--- src/rtl/alu_arbiter.sv ---
// Round-robin arbiter that lets NREQ requesters share one external combinational ALU.
// The granted requester's operands go out to the ALU; the result lands in a one-entry response register.
module alu_arbiter #(
  parameter  int WIDTH = 32,
  parameter  int NREQ  = 4,
  localparam int IDW   = $clog2(NREQ)
) (
  input  logic                  clk,
  input  logic                  rst,
  input  logic [NREQ-1:0]       req_valid,
  output logic [NREQ-1:0]       req_ready,
  input  logic [NREQ*WIDTH-1:0] req_a,
  input  logic [NREQ*WIDTH-1:0] req_b,
  input  logic [NREQ*3-1:0]     req_op,
  output logic [WIDTH-1:0]      alu_a,
  output logic [WIDTH-1:0]      alu_b,
  output logic [2:0]            alu_op,
  input  logic [WIDTH-1:0]      alu_result,
  output logic                  rsp_valid,
  input  logic                  rsp_ready,
  output logic [IDW-1:0]        rsp_id,
  output logic [WIDTH-1:0]      rsp_result
);

  // One extra bit so ptr+k never overflows before the modulo wrap.
  localparam logic [IDW:0] NREQ_W = (IDW+1)'(NREQ);

  logic [IDW-1:0]   ptr_q, ptr_d;
  logic             rsp_valid_q, rsp_valid_d;
  logic [IDW-1:0]   rsp_id_q, rsp_id_d;
  logic [WIDTH-1:0] rsp_result_q, rsp_result_d;

  logic             can_issue_s;
  logic             grant_valid_s;
  logic [IDW-1:0]   grant_id_s;
  logic [IDW:0]     cand_s;
  logic [IDW:0]     ptr_inc_s;

  // Round-robin search from ptr; no grant during reset or while a held response is stalled.
  always_comb begin
    can_issue_s   = !rst && (!rsp_valid_q || rsp_ready);
    grant_valid_s = 1'b0;
    grant_id_s    = '0;
    cand_s        = '0;
    for (int k = 0; k < NREQ; k++) begin
      cand_s = {1'b0, ptr_q} + (IDW+1)'(k);
      cand_s = (cand_s >= NREQ_W) ? (cand_s - NREQ_W) : cand_s;
      if (can_issue_s && !grant_valid_s && req_valid[cand_s[IDW-1:0]]) begin
        grant_valid_s = 1'b1;
        grant_id_s    = cand_s[IDW-1:0];
      end else begin
        grant_id_s    = grant_id_s;
      end
    end
  end

  // One-hot accept and ALU operand mux; everything is zero when nothing is granted.
  always_comb begin
    req_ready = '0;
    alu_a     = '0;
    alu_b     = '0;
    alu_op    = 3'b000;
    for (int i = 0; i < NREQ; i++) begin
      if (grant_valid_s && (grant_id_s == IDW'(i))) begin
        req_ready[i] = 1'b1;
        alu_a        = req_a[i*WIDTH +: WIDTH];
        alu_b        = req_b[i*WIDTH +: WIDTH];
        alu_op       = req_op[i*3 +: 3];
      end else begin
        req_ready[i] = 1'b0;
      end
    end
  end

  // Response register and pointer update; a grant wins over a plain drain so throughput is one per cycle.
  always_comb begin
    ptr_inc_s    = {1'b0, grant_id_s} + {{IDW{1'b0}}, 1'b1};
    ptr_d        = ptr_q;
    rsp_valid_d  = rsp_valid_q;
    rsp_id_d     = rsp_id_q;
    rsp_result_d = rsp_result_q;
    if (grant_valid_s) begin
      rsp_valid_d  = 1'b1;
      rsp_id_d     = grant_id_s;
      rsp_result_d = alu_result;
      ptr_d        = (ptr_inc_s == NREQ_W) ? '0 : ptr_inc_s[IDW-1:0];
    end else if (rsp_valid_q && rsp_ready) begin
      rsp_valid_d  = 1'b0;
    end else begin
      rsp_valid_d  = rsp_valid_q;
    end
  end

  // State registers with synchronous reset.
  always_ff @(posedge clk) begin
    if (rst) begin
      ptr_q        <= '0;
      rsp_valid_q  <= 1'b0;
      rsp_id_q     <= '0;
      rsp_result_q <= '0;
    end else begin
      ptr_q        <= ptr_d;
      rsp_valid_q  <= rsp_valid_d;
      rsp_id_q     <= rsp_id_d;
      rsp_result_q <= rsp_result_d;
    end
  end

  assign rsp_valid  = rsp_valid_q;
  assign rsp_id     = rsp_id_q;
  assign rsp_result = rsp_result_q;

endmodule

--- config.mk ---
export PLATFORM = sky130hd
export DESIGN_NAME = alu_arbiter
export DESIGN_NICKNAME = d
export VERILOG_FILES = /design/src/rtl/alu_arbiter.sv
export SDC_FILE = /design/constraint.sdc
export NUM_CORES = 1
export LEC_CHECK = 0
export ABC_AREA = 1
export BUFFER_PORTS_ARGS = -buffer_cell sky130_fd_sc_hd__buf_2
export CAP_MARGIN = 25
export CORE_AREA = 2 2 161 163
export DETAILED_ROUTE_END_ITERATION = 6
export DIE_AREA = 0 0 163 165
export GPL_TIMING_DRIVEN = 0
export PLACE_DENSITY = 0.48
export SYNTH_ARGS = -nofsm -noshare
export SYNTH_HDL_FRONTEND = slang
export SYNTH_SLANG_ARGS = --single-unit
--- constraint.sdc ---
create_clock -name clk -period 5.4 [get_ports clk]
set_clock_uncertainty 0.15 [all_clocks]
set_input_delay 0.81 -clock clk [delete_from_list [all_inputs] [get_ports clk]]
set_output_delay 0.81 -clock clk [all_outputs]
set_load 0.03 [all_outputs]
# [After elaboration in Yosys (flattened, before gate mapping)]
# Cells that the tools add are included.
[word_totals] reg_bits=37 latch_bits=0 mem_bits_rw=0 rom_bits=0 in_bits=307 wordCells=84 mem_count=0
[op_classes] add_sub_neg=8 mul=0 div_mod_pow=0 order_cmp=8 eq_ne=4 shifts=0 muxes=39 n_bitwise=0 reduce_logical=21
[op_table] op="2-to-1 mux 32 bit" count=8
[op_table] op="2-to-1 mux 2 bit" count=9
[op_table] op="2-to-1 mux 1 bit" count=14
[op_table] op="logical AND 1 bit" count=13
[op_table] op="less-than comparator 2 x 3 -> 1 bit, second input constant" count=4
[op_table] op="2-to-1 mux 3 bit" count=4
[op_table] op="greater-or-equal comparator 3 bit, second input constant" count=3
[op_table] op="binary-select mux 1 bit (select 2 bit)" count=4
[op_table] op="subtractor 2 x 1 -> 2 bit, second input constant" count=4
[op_table] op="adder 2 x 1 -> 3 bit, second input constant" count=2
[op_table] op="adder 2 x 2 -> 3 bit, second input constant" count=2
[op_table] op="zero test 1 bit" count=5
[op_table] op="== test 2 bit, second input constant" count=2
[op_table] op="== test 3 bit, second input constant" count=1
[op_table] op="greater-or-equal comparator 2 x 3 -> 1 bit, second input constant" count=1
[op_table] op="== test 2 x 1 -> 1 bit, second input constant" count=1
[op_table] op="zero test 2 bit" count=1
[op_table] op="nonzero test 2 bit" count=1
[op_table] op="logical OR 1 bit" count=1

# [Depth between registers and ports, before layout]
# Gate-level depths: netlist of the first run.
[logic_depth] word_depth=24 ltp_mapped=23

# [Worst setup path before layout of the first run]
# No wires, ideal clock.
[synth_path] path_kind="input-to-output" start="in rsp_ready" end="out alu_b[10]" arrival_time_ns=3.218 required_time_ns=4.440 slack_ns=1.222 stages=19 n_path_buf=3 cell_sequence="inv_1 -> nand2_1 -> nand2_2 -> inv_2 -> o21ai_1 -> a21oi_2 -> nor2_4 -> nand3b_1 -> nand3_1 -> nand2_1 -> inv_1 -> ha_1 -> clkbuf_1 -> clkbuf_1 -> buf_1 -> nand3_1 -> nand3_1 -> nand2_1 -> nand2_1"
[synth_via] elab_chain_len=22
[synth_rtl] element="start: declaration" line_no="20" text="input logic rsp_ready,"
[synth_rtl] element="logical OR 1 bit (*)" line_no="41" text="can_issue_s = !rst && (!rsp_valid_q || rsp_ready);"
[synth_rtl] element="logical AND 1 bit (*)" line_no="41"
[synth_rtl] element="logical AND 1 bit" line_no="48" text="if (can_issue_s && !grant_valid_s && req_valid[cand_s[IDW-1:0]]) begin"
[synth_rtl] element="2-to-1 mux 1 bit" line_no="48"
[synth_rtl] element="zero test 1 bit" line_no="48"
[synth_rtl] element="logical AND 1 bit (2 in a row)" line_no="48"
[synth_rtl] element="2-to-1 mux 1 bit" line_no="48"
[synth_rtl] element="zero test 1 bit" line_no="48"
[synth_rtl] element="(+3 left out)"
[synth_rtl] element="zero test 1 bit" line_no="48"
[synth_rtl] element="logical AND 1 bit (2 in a row)" line_no="48"
[synth_rtl] element="2-to-1 mux 2 bit (*)" line_no="48"
[synth_rtl] element="via grant_id_s[0]" line_no="35" text="logic [IDW-1:0] grant_id_s;"
[synth_rtl] element="zero test 2 bit" line_no="64" text="if (grant_valid_s && (grant_id_s == IDW'(i))) begin"
[synth_rtl] element="logical AND 1 bit" line_no="64"
[synth_rtl] element="2-to-1 mux 32 bit (3 in a row)" line_no="64"
[synth_rtl] element="2-to-1 mux 32 bit (*)" line_no="64"
[synth_rtl] element="end: declaration" line_no="16" text="output logic [WIDTH-1:0] alu_b,"
# Mark *: on every way through the listed nets, which the timed path passes. The rest lies on a longest branch.

# [Worst setup path in the final report of the first run]
[layout_path] start="in rst" end="out alu_a[10]"
[layout_via] elab_chain_len=22
[layout_rtl] element="start: declaration" line_no="9" text="input logic rst,"
[layout_rtl] element="zero test 1 bit (*)" line_no="41"
[layout_rtl] element="logical AND 1 bit (*)" line_no="41"
[layout_rtl] element="logical AND 1 bit" line_no="48"
[layout_rtl] element="2-to-1 mux 1 bit" line_no="48"
[layout_rtl] element="zero test 1 bit" line_no="48"
[layout_rtl] element="logical AND 1 bit (2 in a row)" line_no="48"
[layout_rtl] element="2-to-1 mux 1 bit" line_no="48"
[layout_rtl] element="zero test 1 bit" line_no="48"
[layout_rtl] element="(+3 left out)"
[layout_rtl] element="zero test 1 bit" line_no="48"
[layout_rtl] element="logical AND 1 bit (2 in a row)" line_no="48"
[layout_rtl] element="2-to-1 mux 2 bit (*)" line_no="48"
[layout_rtl] element="via grant_id_s[1]" line_no="35"
[layout_rtl] element="zero test 2 bit" line_no="64"
[layout_rtl] element="logical AND 1 bit" line_no="64"
[layout_rtl] element="2-to-1 mux 32 bit (3 in a row)" line_no="64"
[layout_rtl] element="2-to-1 mux 32 bit (*)" line_no="64"
[layout_rtl] element="end: declaration" line_no="15" text="output logic [WIDTH-1:0] alu_a,"
# Marks and branches as above.

==> summary.txt, run 1 <==
Status
  • Status: finished, final reports clean

Job
  • Max-cap viol count: 0

CTS
  • TritonCTS Buffers: 5
  • Clock-pin slew on the worst setup and hold paths: 60 ps
  • CTS resizes: 1
  • CTS Hold Bufs: 0
  • Post-CTS Repair Setup Buffers: 0
  • Clock Sinks: 37
  • Worst-skew pair later-pin latency: roughly 280 ps
  • Clk root buf: clkbuf_16
  • CTS H-tree depth: 2
  • Clk buf depth: 2
  • CTS tree: built

Logic synthesis
  • Post-synthesis sequential area ratio: between 10% and 20%
  • Yosys warns: 0
  • Syn_nets: approximately 1.4k
  • Cells after Synth: between 1k and 1.5k
  • Synth unique cells: 26
  • Ranking of synthesized cells by area: nand3_1 (24%), nand2_1 (21%), inv_1 (15%), dfxtp_1 (14%), nor2_1 (9.3%)
  • Largest area contributor in the netlist: nand3_1
  • Post-synth top area share: about a quarter
  • Yosys reg bits: 37
  • Synth Cell Area: around 5500 um^2
  • Syn_area_per_cell: between 4 and 5 um^2

STA
  • Relative slew margins: a little under three fifths
  • Setup ws final: just under 500 ps
  • Fin crit period: 4920 ps
  • Measured slew at the worst slew-check pin: about 650 ps
  • Final setup viols: 0
  • Max Slew Vio Count: 0
  • Final period utilization: 91.0%
  • Hold Vio Cnt, Final: 0
  • Max frequency: between 200 and 250 MHz
  • WHS: ~320 ps
  • Total negative setup slack: 0 ps
  • RSZ-0062 raised after global routing: false

Setup path
  • CP arrival: 3960 ps
  • CP Capture Type: output pin
  • Flop2flop setup slack: 3100 ps
  • WS Path Type: in2out
  • CP startpoint kind: input port
  • CP Cell Sequence: buf_2 -> inv_2 -> nand2_2 -> inv_2 -> o21ai_1 -> a21oi_2 -> nand3_1 -> nand2_1 -> nand2_1 -> nand2_1 -> nand2_1 -> inv_1 -> ha_1 -> clkbuf_1 -> clkbuf_2 -> clkbuf_1 -> nand3_1 -> nand2_1 -> inv_1 -> nand2_1 -> nand2_1 -> buf_2
  • CP top delay family: buffers and inverters
  • Slowest CP cell: clkbuf_1
  • Bufs and invs on worst path: 9
  • Crit Path Max Fanout: 10
  • CP max stage delay: about 410 ps
  • R2r endpoint: ptr_q[1]
  • R2R Path Start: ptr_q[0]
  • Critical Path Start: rst
  • Worst EP required: about 4400 ps
  • Worst Reg-to-Reg Cells: 13
  • Cell mode on critical path: nand2_1

Global route
  • First-pass GRT wire length: 41,100 um
  • Largest net degree at the start of global routing: 12
  • Antenna violations before repair: 2
  • GRT Residual Overflow: 0
  • Vias in the first global route: about 7.6k
  • Gr usage total: between 15 and 20%

Placement
  • DP HPWL: ~24,000 um
  • Post-Place Cells: roughly 1.9k
  • Port Buf Inserts: 412
  • Pre-CTS setup slack: ~1.0 ps
  • Final RePlAce weighted congestion: between 0.9 and 1

Power and ir drop
  • Peak VDD IR: ~560 uV
  • PwrDens: approximately 860 nW/um^2
  • Lkg Pwr: roughly 5.3 nW

Layout
  • P&R area growth vs syn: 48.7%
  • Nets: about 1.8k
  • Fillers: roughly 3.0k
  • Ratio of cells with drive above 1 in the final layout: between 30% and 40%
  • Non-Filler Instances: 1,861

Hold path
  • Hold depth: 2
  • Hold crit path type: reg2reg
  • Hold Startpoint: rsp_id[1]
  • WHS Endpoint: rsp_id[1]

Routing
  • Routed WL: 28,500 um
  • Vias per cell: between 4 and 5
  • DR iter-0 viols: around 450
  • Initial DRT Pass Iterations: 5
  • Final ANT Viol Nets: 0
  • Vias: around 8.1k
  • Routed length per instance: about 15 um
  • Number of remaining DRC errors: 0

Die
  • Top Ports: a little over 400
  • Core area: 25,000 um^2
  • Die W: ~160 um
  • Die height: approximately 170 um
  • Site Rows: 58
  • Initial Util: between 20% and 30%
  • Die area: between 20,000 and 30,000 um^2
[layout by cell type (no fill, tap or decap), drive strengths merged, types with 2 or more instances in the layout]
cell and instances:
nor2 137, nand4 2, inv 219, clkbuf 41, nand2 305, buf 463, a21oi 6, nand3 274
ha 4, dfxtp 37, o21ai 37, diode 3
[synthesized netlist by cell type]
master,instances
nor2_1,136
clkbuf_1,35
o21ai_4,1
buf_8,1
nand3_1,264
buf_4,8
inv_2,5
dfxtp_1,37
inv_4,1
ha_1,4
o21ai_0,35
nand4_1,2
nand2_2,3
inv_1,213
buf_6,11
buf_2,21
and2_1,1
nand2_1,302
buf_1,9
a21oi_2,2
nand3b_1,1
o21ai_1,1
nor2_4,1
nand3_2,10
a21oi_1,4
buf_12,1
[where the power goes]
group          switching (mW)  total, mW  internal (mW)  leakage (nW)
sequential             0.0450      0.413          0.368         0.308
clock                   0.116      0.346          0.231        0.0841
combinational            4.49       6.26           1.77          4.90
[per-stage QoR]
step                      area (um^2)  utilization, %  total power [mW]
after floorplan                  5460               -              4.78
after global placement           7940            31.7              6.74
after detailed placement         7940            31.7              6.74
after CTS                        8110            32.4              7.11
after global routing             8110            32.4              7.66
final                            8120            32.4              7.02
[how the worst max path moves through the flow]
stage           endpoint  slack (ps)  depth (start not counted)
2_1_floorplan  alu_b[10]        1220                         19
3_3_place_gp   alu_a[21]          30                         19
3_5_place_dp   alu_a[21]           1                         19
4_1_cts         alu_b[7]         170                         19
5_1_grt        alu_a[10]          50                         22
6_report       alu_a[10]         480                         22
[area by class of cell]
type,count,area (um^2),share of cell area [%]
Antenna cell,3,7.51,0.0925
Buffer,85,489,6.03
Clock buffer,7,143,1.76
Clock inverter,1,30.0,0.370
Inverter,219,825,10.2
Multi-Input combinational cell,767,3410,42.0
Sequential cell,37,741,9.12
Tap cell,330,413,5.09
Timing Repair Buffer,412,2060,25.4
[routing by layer]
| layer | global-route usage, % | wire length, um |
|---|---|---|
| met1 | 24.3 | 12200 |
| met4 | 3.30 | 347 |
| met5 | 0 | 0 |
| met3 | 3.29 | 2080 |
| met2 | 36.0 | 13900 |
[worst min-delay path: cells and delay by family (launching register included)]
family	cells	cell delay (ps)
AND/OR/NAND/NOR	1	60
flip-flops	1	310
AO/OA/AOI/OAI	1	50
[cells by family after synthesis]
logic type      share of synthesized area, %
simple gates                            57.2
buf+inv                                 24.1
compound gates                          4.29
flops                                   13.6
fa+ha+maj                              0.917
[flip-flops by register name, indices dropped and copies added (netlist names)]
signal      cells
rsp_result     32
ptr_q           2
rsp_id          2
rsp_valid       1
Power figures use the tool's default switching activity.
==> run 2: changes to the inputs <==
==> config.mk (replaced) <==
export PLATFORM = sky130hd
export DESIGN_NAME = alu_arbiter
export DESIGN_NICKNAME = d
export VERILOG_FILES = /design/src/rtl/alu_arbiter.sv
export SDC_FILE = /design/constraint.sdc
export NUM_CORES = 1
export LEC_CHECK = 0
export BUFFER_PORTS_ARGS = -buffer_cell sky130_fd_sc_hd__buf_4
export CAP_MARGIN = 25
export CORE_AREA = 2 2 161 163
export DETAILED_ROUTE_END_ITERATION = 6
export DIE_AREA = 0 0 163 165
export GPL_TIMING_DRIVEN = 0
export SYNTH_ARGS = -nofsm -noshare
export SYNTH_HDL_FRONTEND = slang
export SYNTH_SLANG_ARGS = --single-unit
==> run 2 against run 1 <==
Against the previous run: final cell count down 21%; design area down 5.8%; maximum frequency down 2.6%; clock-buffer cell count down 1; via count down 17%; die area unchanged; power down 81%; first-iteration DRC count down 1.6%; flip-flop and latch count unchanged; critical path type unchanged; highest routed layer unchanged.
==> summary.txt, run 2 <==
STA
  • Total negative setup slack: 0 ps (unchanged)
  • Max Slew Vio Count: 0 (unchanged)
  • RSZ-0062 raised after global routing: false
  • Relative slew margins: 40.0% (-17 points)
  • Hold Vio Cnt, Final: 0 (unchanged)
  • Final period utilization: 93.5% (+2.5 points)
  • Final setup viols: 0 (unchanged)
  • Measured slew at the worst slew-check pin: 901 ps (+249 ps)
  • Fin crit period: 5050 ps (+133 ps)
  • Max frequency: 198 MHz (-2.6%)

Setup path
  • Crit Path Max Fanout: 10 (unchanged)
  • R2r endpoint: ptr_q[1]
  • Worst Reg-to-Reg Cells: 7 (-6)
  • Critical Path End: alu_a[9]
  • CP Cell Sequence: buf_4 -> inv_1 -> a311o_1 -> or3_1 -> inv_1 -> ha_1 -> clkbuf_1 -> buf_2 -> clkbuf_1 -> a22oi_1 -> nor2_1 -> buf_4
  • Critical Path Start: req_valid[3]
  • Levels on crit path: 12 (-45%)
  • CP arrival: 4090 ps (+130 ps)
  • Bufs and invs on worst path: 7 (-2)
  • CP max stage delay: 480 ps (+70 ps)
  • Slowest CP cell: clkbuf_1
  • CP startpoint kind: input port
  • CP top delay family: buffers and inverters
  • R2R Path Start: rsp_valid
  • WS Path Type: in2out
  • Worst EP required: 4440 ps (about the same)
  • Flop2flop setup slack: 3360 ps (+260 ps)
  • CP Capture Type: output pin

Logic synthesis
  • Synth Cell Area: 3990 um^2 (-27%)
  • Top post-synthesis cells by count: a21oi_1 (169), nand2_1 (135), nor2_1 (73)
  • Cells after Synth: 718 (-35%)
  • Syn_nets: 1,029 (-28%)
  • Post-synthesis sequential area ratio: 18.6% (+5.0 points)
  • Syn_area_per_cell: 5.56 um^2 (+13%)
  • Synth unique cells: 24 (-7.7%)
  • Largest area contributor in the netlist: a21oi_1
  • Asr flop ratio synth: 0% (unchanged)
  • Yosys warns: 0 (unchanged)
  • Ranking of synthesized cells by area: a21oi_1 (21%), dfxtp_1 (19%), nand2_1 (13%), a22oi_1 (13%), o21ai_0 (8.5%)
  • Top_reg_cell synth: dfxtp_1
  • EDFF count, synth: 0 (unchanged)
  • Count leader, synth: a21oi_1
  • Post-synth top area share: 21.2% (-3.0 points)
  • Yosys reg bits: 37 (unchanged)

Power and ir drop
  • Peak VDD IR: 243 uV (-57%)
  • Tot Pwr: 1.35 mW (-81%)
  • PwrDens: 177 nW/um^2 (-80%)
  • Lkg Pwr: 3.92 nW (-26%)

Layout
  • Fillers: 2,846 (-5.2%)
  • Reg area: 741 um^2 (unchanged)
  • Number of flip-flops under the largest register name: 32 (unchanged)
  • Nets: 1,448 (-21%)
  • Most common cell after layout, fill and taps aside: buf_4
  • Commonest non-fill, non-tap cells in the layout: buf_4 (416), a21oi_1 (169), nand2_1 (135), nor2_1 (73), inv_1 (71)
  • ANT cells: 0 (-3)
  • Ratio of cells with drive above 1 in the final layout: 38.9% (+6.9 points)
  • Multi-input logic area: 2680 um^2 (-21%)
  • P&R area growth vs syn: 91.5%

Global route
  • Antenna violations before repair: 1 (-1)
  • Largest net degree at the start of global routing: 12 (unchanged)
  • Vias in the first global route: 6,463 (-15%)
  • First-pass GRT wire length: 37,500 um (-8.8%)
  • GRT Residual Overflow: 0 (unchanged)
  • Gr usage total: 18.1% (-1.6 points)

Status
  • Status: finished, final reports clean

Placement
  • DP HPWL: 21,200 um (-11%)
  • Port Buf Inserts: 412 (unchanged)
  • Final RePlAce weighted congestion: 0.886 (-4.5%)

Routing
  • DR iter-0 viols: 440 (-1.6%)
  • Final ANT Viol Nets: 0 (unchanged)
  • Vias: 6,726 (-17%)
  • Routed WL: 26,300 um (-7.7%)
  • Vias per cell: 4.58 (+5.4%)
  • Routed length per instance: 17.9 um (+17%)
  • Number of remaining DRC errors: 0 (unchanged)
  • Initial DRT Pass Iterations: 5 (unchanged)

CTS
  • CTS Hold Bufs: 0 (unchanged)
  • TritonCTS Buffers: 5 (unchanged)
  • Clock-pin slew on the worst setup and hold paths: 60 ps (about the same)
  • Worst-skew pair later-pin latency: 280 ps (about the same)
  • CTS resizes: 0 (-1)
  • Clk root buf: clkbuf_16
  • Post-CTS Repair Setup Buffers: 0 (unchanged)
  • CTS H-tree depth: 2 (unchanged)
  • Clk buf depth: 2 (unchanged)
  • CTS tree: built
  • Clock Sinks: 37 (unchanged)

Die
  • Top Ports: 413 (unchanged)
  • Die area: 26,900 um^2 (unchanged)
  • Site Rows: 58 (unchanged)
  • Core area: 25,000 um^2 (unchanged)
  • Initial Util: 15.9% (-5.9 points)
  • Die W: 163 um (unchanged)
  • Die height: 165 um (unchanged)

Job
  • Max-cap viol count: 0 (unchanged)

Hold path
  • Hold crit path type: reg2reg
## run 2: cell types whose count changed after synthesis, sizes merged, moves of 3 or more
cell	change
buf	-19
nand3	-274
a21oi	+163
and2	+3
clkbuf	+5
nand2	-170
inv	-148
o21ai	+31
a22oi	+67
nor2	-64
nor3	+4
## run 2: through the flow
step | instances | hold slack, ps | setup WS [ps] | cell area [um^2] | utilization [%]
floorplan | 718 | 351 | 1390 | 3990 | -
global placement | 1460 | 293 | 223 | 7500 | 30.0
detailed placement | 1460 | 298 | 247 | 7500 | 30.0
CTS | 1467 | 308 | 234 | 7640 | 30.5
global route | 1467 | 323 | 119 | 7640 | 30.5
finish | 1467 | 307 | 350 | 7640 | 30.5
## run 2: worst min-delay path, stage by stage (launching register included)
cell,delay [ps]
dfxtp_1,310
nand2_1,50
a21oi_1,50
## run 2: where the power goes
part           internal, mW  switching [mW]
Sequential            0.290         0.00980
Clock                 0.181           0.117
Combinational         0.334           0.422
Total                 0.805           0.549
## run 2: kinds of logic (layout without fill, tap and decap cells)
kind of cell             count (synthesis)  after routing  share of synthesized area [%]
buffers and inverters                  143            562                           14.4
flip-flops                              37             37                           18.6
adder cells (fa/ha/maj)                  4              4                           1.25
multiplexers                             1              1                          0.251
AO/OA/AOI/OAI                          307            307                           43.0
AND/OR/NAND/NOR                        226            226                           22.6
## run 2: cell type report
cell class,count,share of cell area (%)
plain buffers,72,4.01
flip-flops and latches,37,9.69
inverters,71,3.49
multi-input cells,538,35.0
clock buffers,6,1.82
clock inverters,1,0.0982
well taps,330,5.40
repair buffers,412,40.5
## run 2: worst min path at each step
stage	start	end	cells after the start
5_1_grt	rsp_result[17]	rsp_result[17]	2
2_1_floorplan	ptr_q[0]	ptr_q[0]	2
3_3_place_gp	rsp_result[8]	rsp_result[8]	2
4_1_cts	rsp_result[3]	rsp_result[3]	2
6_report	rsp_result[3]	rsp_result[3]	2
3_5_place_dp	rsp_result[2]	rsp_result[2]	2
## run 2: layer usage
layer	global-route usage [%]	vias up	wire [um]
li1	-	3249	-
met1	22.2	3120	10800
met2	31.8	328	12800
met3	5.15	29	2340
met4	3.18	0	337
met5	0	-	0
==> run 3: changes to the inputs <==
--- a/config.mk
+++ b/config.mk
@@ -7,10 +7,14 @@
 export LEC_CHECK = 0
 export BUFFER_PORTS_ARGS = -buffer_cell sky130_fd_sc_hd__buf_4
 export CAP_MARGIN = 25
+export CELL_PAD_IN_SITES_DETAIL_PLACEMENT = 1
+export CELL_PAD_IN_SITES_GLOBAL_PLACEMENT = 1
 export CORE_AREA = 2 2 161 163
 export DETAILED_ROUTE_END_ITERATION = 6
 export DIE_AREA = 0 0 163 165
 export GPL_TIMING_DRIVEN = 0
+export PLACE_DENSITY_LB_ADDON = 0.1
 export SYNTH_ARGS = -nofsm -noshare
 export SYNTH_HDL_FRONTEND = slang
 export SYNTH_SLANG_ARGS = --single-unit
+export TNS_END_PERCENT = 1
==> run 3 against run 2 <==
Against the previous run: global-route usage rose by 1.9 points; sequential share of layout area about the same; clock-buffer cell count up 1; die area is the same.
==> summary.txt, run 3 (synthesis gave the netlist of run 2 again) <==
Status
  • Status: finished, final reports clean

Setup path
  • Worst Reg-to-Reg Cells: 7 (unchanged)
  • R2r endpoint: ptr_q[1]
  • Crit Path Max Fanout: 10 (unchanged)
  • WS Path Type: in2out
  • CP startpoint kind: input port
  • Flop2flop setup slack: 3390 ps (+30 ps)
  • CP Capture Type: output pin
  • Worst EP required: 4440 ps (about the same)
  • CP arrival: 3800 ps (-290 ps)
  • R2R Path Start: rsp_valid

Routing
  • Routed WL: 28,300 um (+7.6%)
  • Number of remaining DRC errors: 0 (unchanged)
  • DR iter-0 viols: 331 (-25%)
  • Final ANT Viol Nets: 0 (unchanged)
  • Vias per cell: 4.40 (-4.0%)
  • Initial DRT Pass Iterations: 4 (-1)
  • Vias: 6,468 (-3.8%)
  • Routed length per instance: 19.3 um (+7.4%)

CTS
  • TritonCTS Buffers: 5 (unchanged)
  • CTS H-tree depth: 2 (unchanged)
  • Clk root buf: clkbuf_16
  • Clock-pin slew on the worst setup and hold paths: 60 ps (about the same)
  • Worst-skew pair later-pin latency: 280 ps (about the same)
  • Clk buf depth: 2 (unchanged)
  • CTS Hold Bufs: 0 (unchanged)
  • Clock Sinks: 37 (unchanged)
  • CTS resizes: 0 (unchanged)
  • CTS tree: built
  • Post-CTS Repair Setup Buffers: 0 (unchanged)

STA
  • Relative slew margins: 58.1% (+18 points)
  • Measured slew at the worst slew-check pin: 628 ps (-273 ps)
  • Hold Vio Cnt, Final: 0 (unchanged)
  • Max frequency: 210 MHz (+6.1%)
  • Max Slew Vio Count: 0 (unchanged)
  • Total negative setup slack: 0 ps (unchanged)
  • Final period utilization: 88.1% (-5.4 points)
  • Setup ws final: 642 ps (+291 ps)
  • WHS: 304 ps (-2.73 ps)
  • RSZ-0062 raised after global routing: false
  • Fin crit period: 4760 ps (-291 ps)
  • Final setup viols: 0 (unchanged)

Global route
  • First-pass GRT wire length: 41,000 um (+9.4%)
  • Largest net degree at the start of global routing: 11 (-1)
  • Gr usage total: 20.0% (+1.9 points)
  • Antenna violations before repair: 3 (+2)
  • GRT Residual Overflow: 0 (unchanged)
  • Vias in the first global route: 6,748 (+4.4%)

Placement
  • Port Buf Inserts: 412 (unchanged)
  • Final RePlAce weighted congestion: 0.843 (-4.8%)
  • DP Area: 7500 um^2 (unchanged)
  • Pre-CTS setup slack: 550 ps (+303 ps)
  • DP HPWL: 23,500 um (+11%)

Layout
  • P&R area growth vs syn: 91.6% (about the same)
  • Final Core Density: 30.5% (about the same)
  • Most common cell after layout, fill and taps aside: buf_4
  • Final std cell area, no fill: 7650 um^2 (about the same)
  • Nets: 1,448 (unchanged)
  • Ratio of cells with drive above 1 in the final layout: 38.8% (-0.088 points)
  • Number of flip-flops under the largest register name: 32 (unchanged)
  • Fillers: 3,314 (+16%)
  • Commonest non-fill, non-tap cells in the layout: buf_4 (416), a21oi_1 (169), nand2_1 (135), nor2_1 (73), inv_1 (71)

Hold path
  • Hold Startpoint: rsp_result[0]
  • Hold depth: 2 (unchanged)
  • Hold crit path type: reg2reg
  • WHS Endpoint: rsp_result[0]

Die
  • Top Ports: 413 (unchanged)
  • Core area: 25,000 um^2 (unchanged)
  • Die height: 165 um (unchanged)
  • Die area: 26,900 um^2 (unchanged)
  • Die W: 163 um (unchanged)
  • Site Rows: 58 (unchanged)
  • Initial Util: 15.9% (unchanged)

Job
  • Max-cap viol count: 0 (unchanged)

Power and ir drop
  • PwrDens: 175 nW/um^2 (-0.93%)
  • Lkg Pwr: 3.92 nW (about the same)
  • Peak VDD IR: 192 uV (-21%)
run 3: cell types whose count changed in the layout (fill, tap and decap cells not counted):
cell,previous run,this run
clkbuf_1,40,41
clkinvlp_4,1,0
diode_2,0,3
run 3: report_power, final:
part / switching, mW / internal (mW) / total (mW)
combinational: 0.417 / 0.334 / 0.751
sequential: 0.00956 / 0.290 / 0.300
clock: 0.110 / 0.181 / 0.291
run 3: final cells by class:
cell class,count,area (um^2),area share (%)
antenna,3,7.51,0.0982
buffer,72,307,4.01
clock buffer,7,143,1.86
inverter,71,267,3.48
multi-input combinational,538,2680,35.0
sequential,37,741,9.68
tap,330,413,5.40
timing repair buffer,412,3090,40.4
run 3: critical path, cell delays in order:
cell and delay, ps:
buf_4 110, inv_1 60, a311o_1 340, or3_1 390
inv_1 130, ha_1 150, clkbuf_1 480, buf_2 350
clkbuf_1 460, a22oi_1 170, nor2_1 140, buf_4 190
run 3: worst max path at each step:
stage,cells past startpoint,end,start,slack (ps)
floorplan,12,alu_a[12],rsp_ready,1390
global placement,12,alu_a[2],req_valid[3],560
detailed placement,12,alu_b[20],req_valid[3],550
CTS,12,alu_b[20],req_valid[3],540
global route,12,alu_b[17],req_valid[3],310
finish,12,alu_b[20],req_valid[3],640
run 3: through the flow:
step | power [mW] | cells
after floorplan | 0.688 | 718
after global placement | 1.06 | 1460
after detailed placement | 1.07 | 1460
after CTS | 1.36 | 1467
after global routing | 1.44 | 1468
final | 1.34 | 1470
run 3: per-layer routing:
metal | vias to the layer above | global-route usage [%] | part of all wire, %
met1 | 2969 | 23.9 | 41
met5 | - | 0 | 0
met3 | 20 | 5.73 | 8.4
li1 | 3255 | - | -
met4 | 0 | 4.02 | 1.6
met2 | 224 | 35.7 | 49
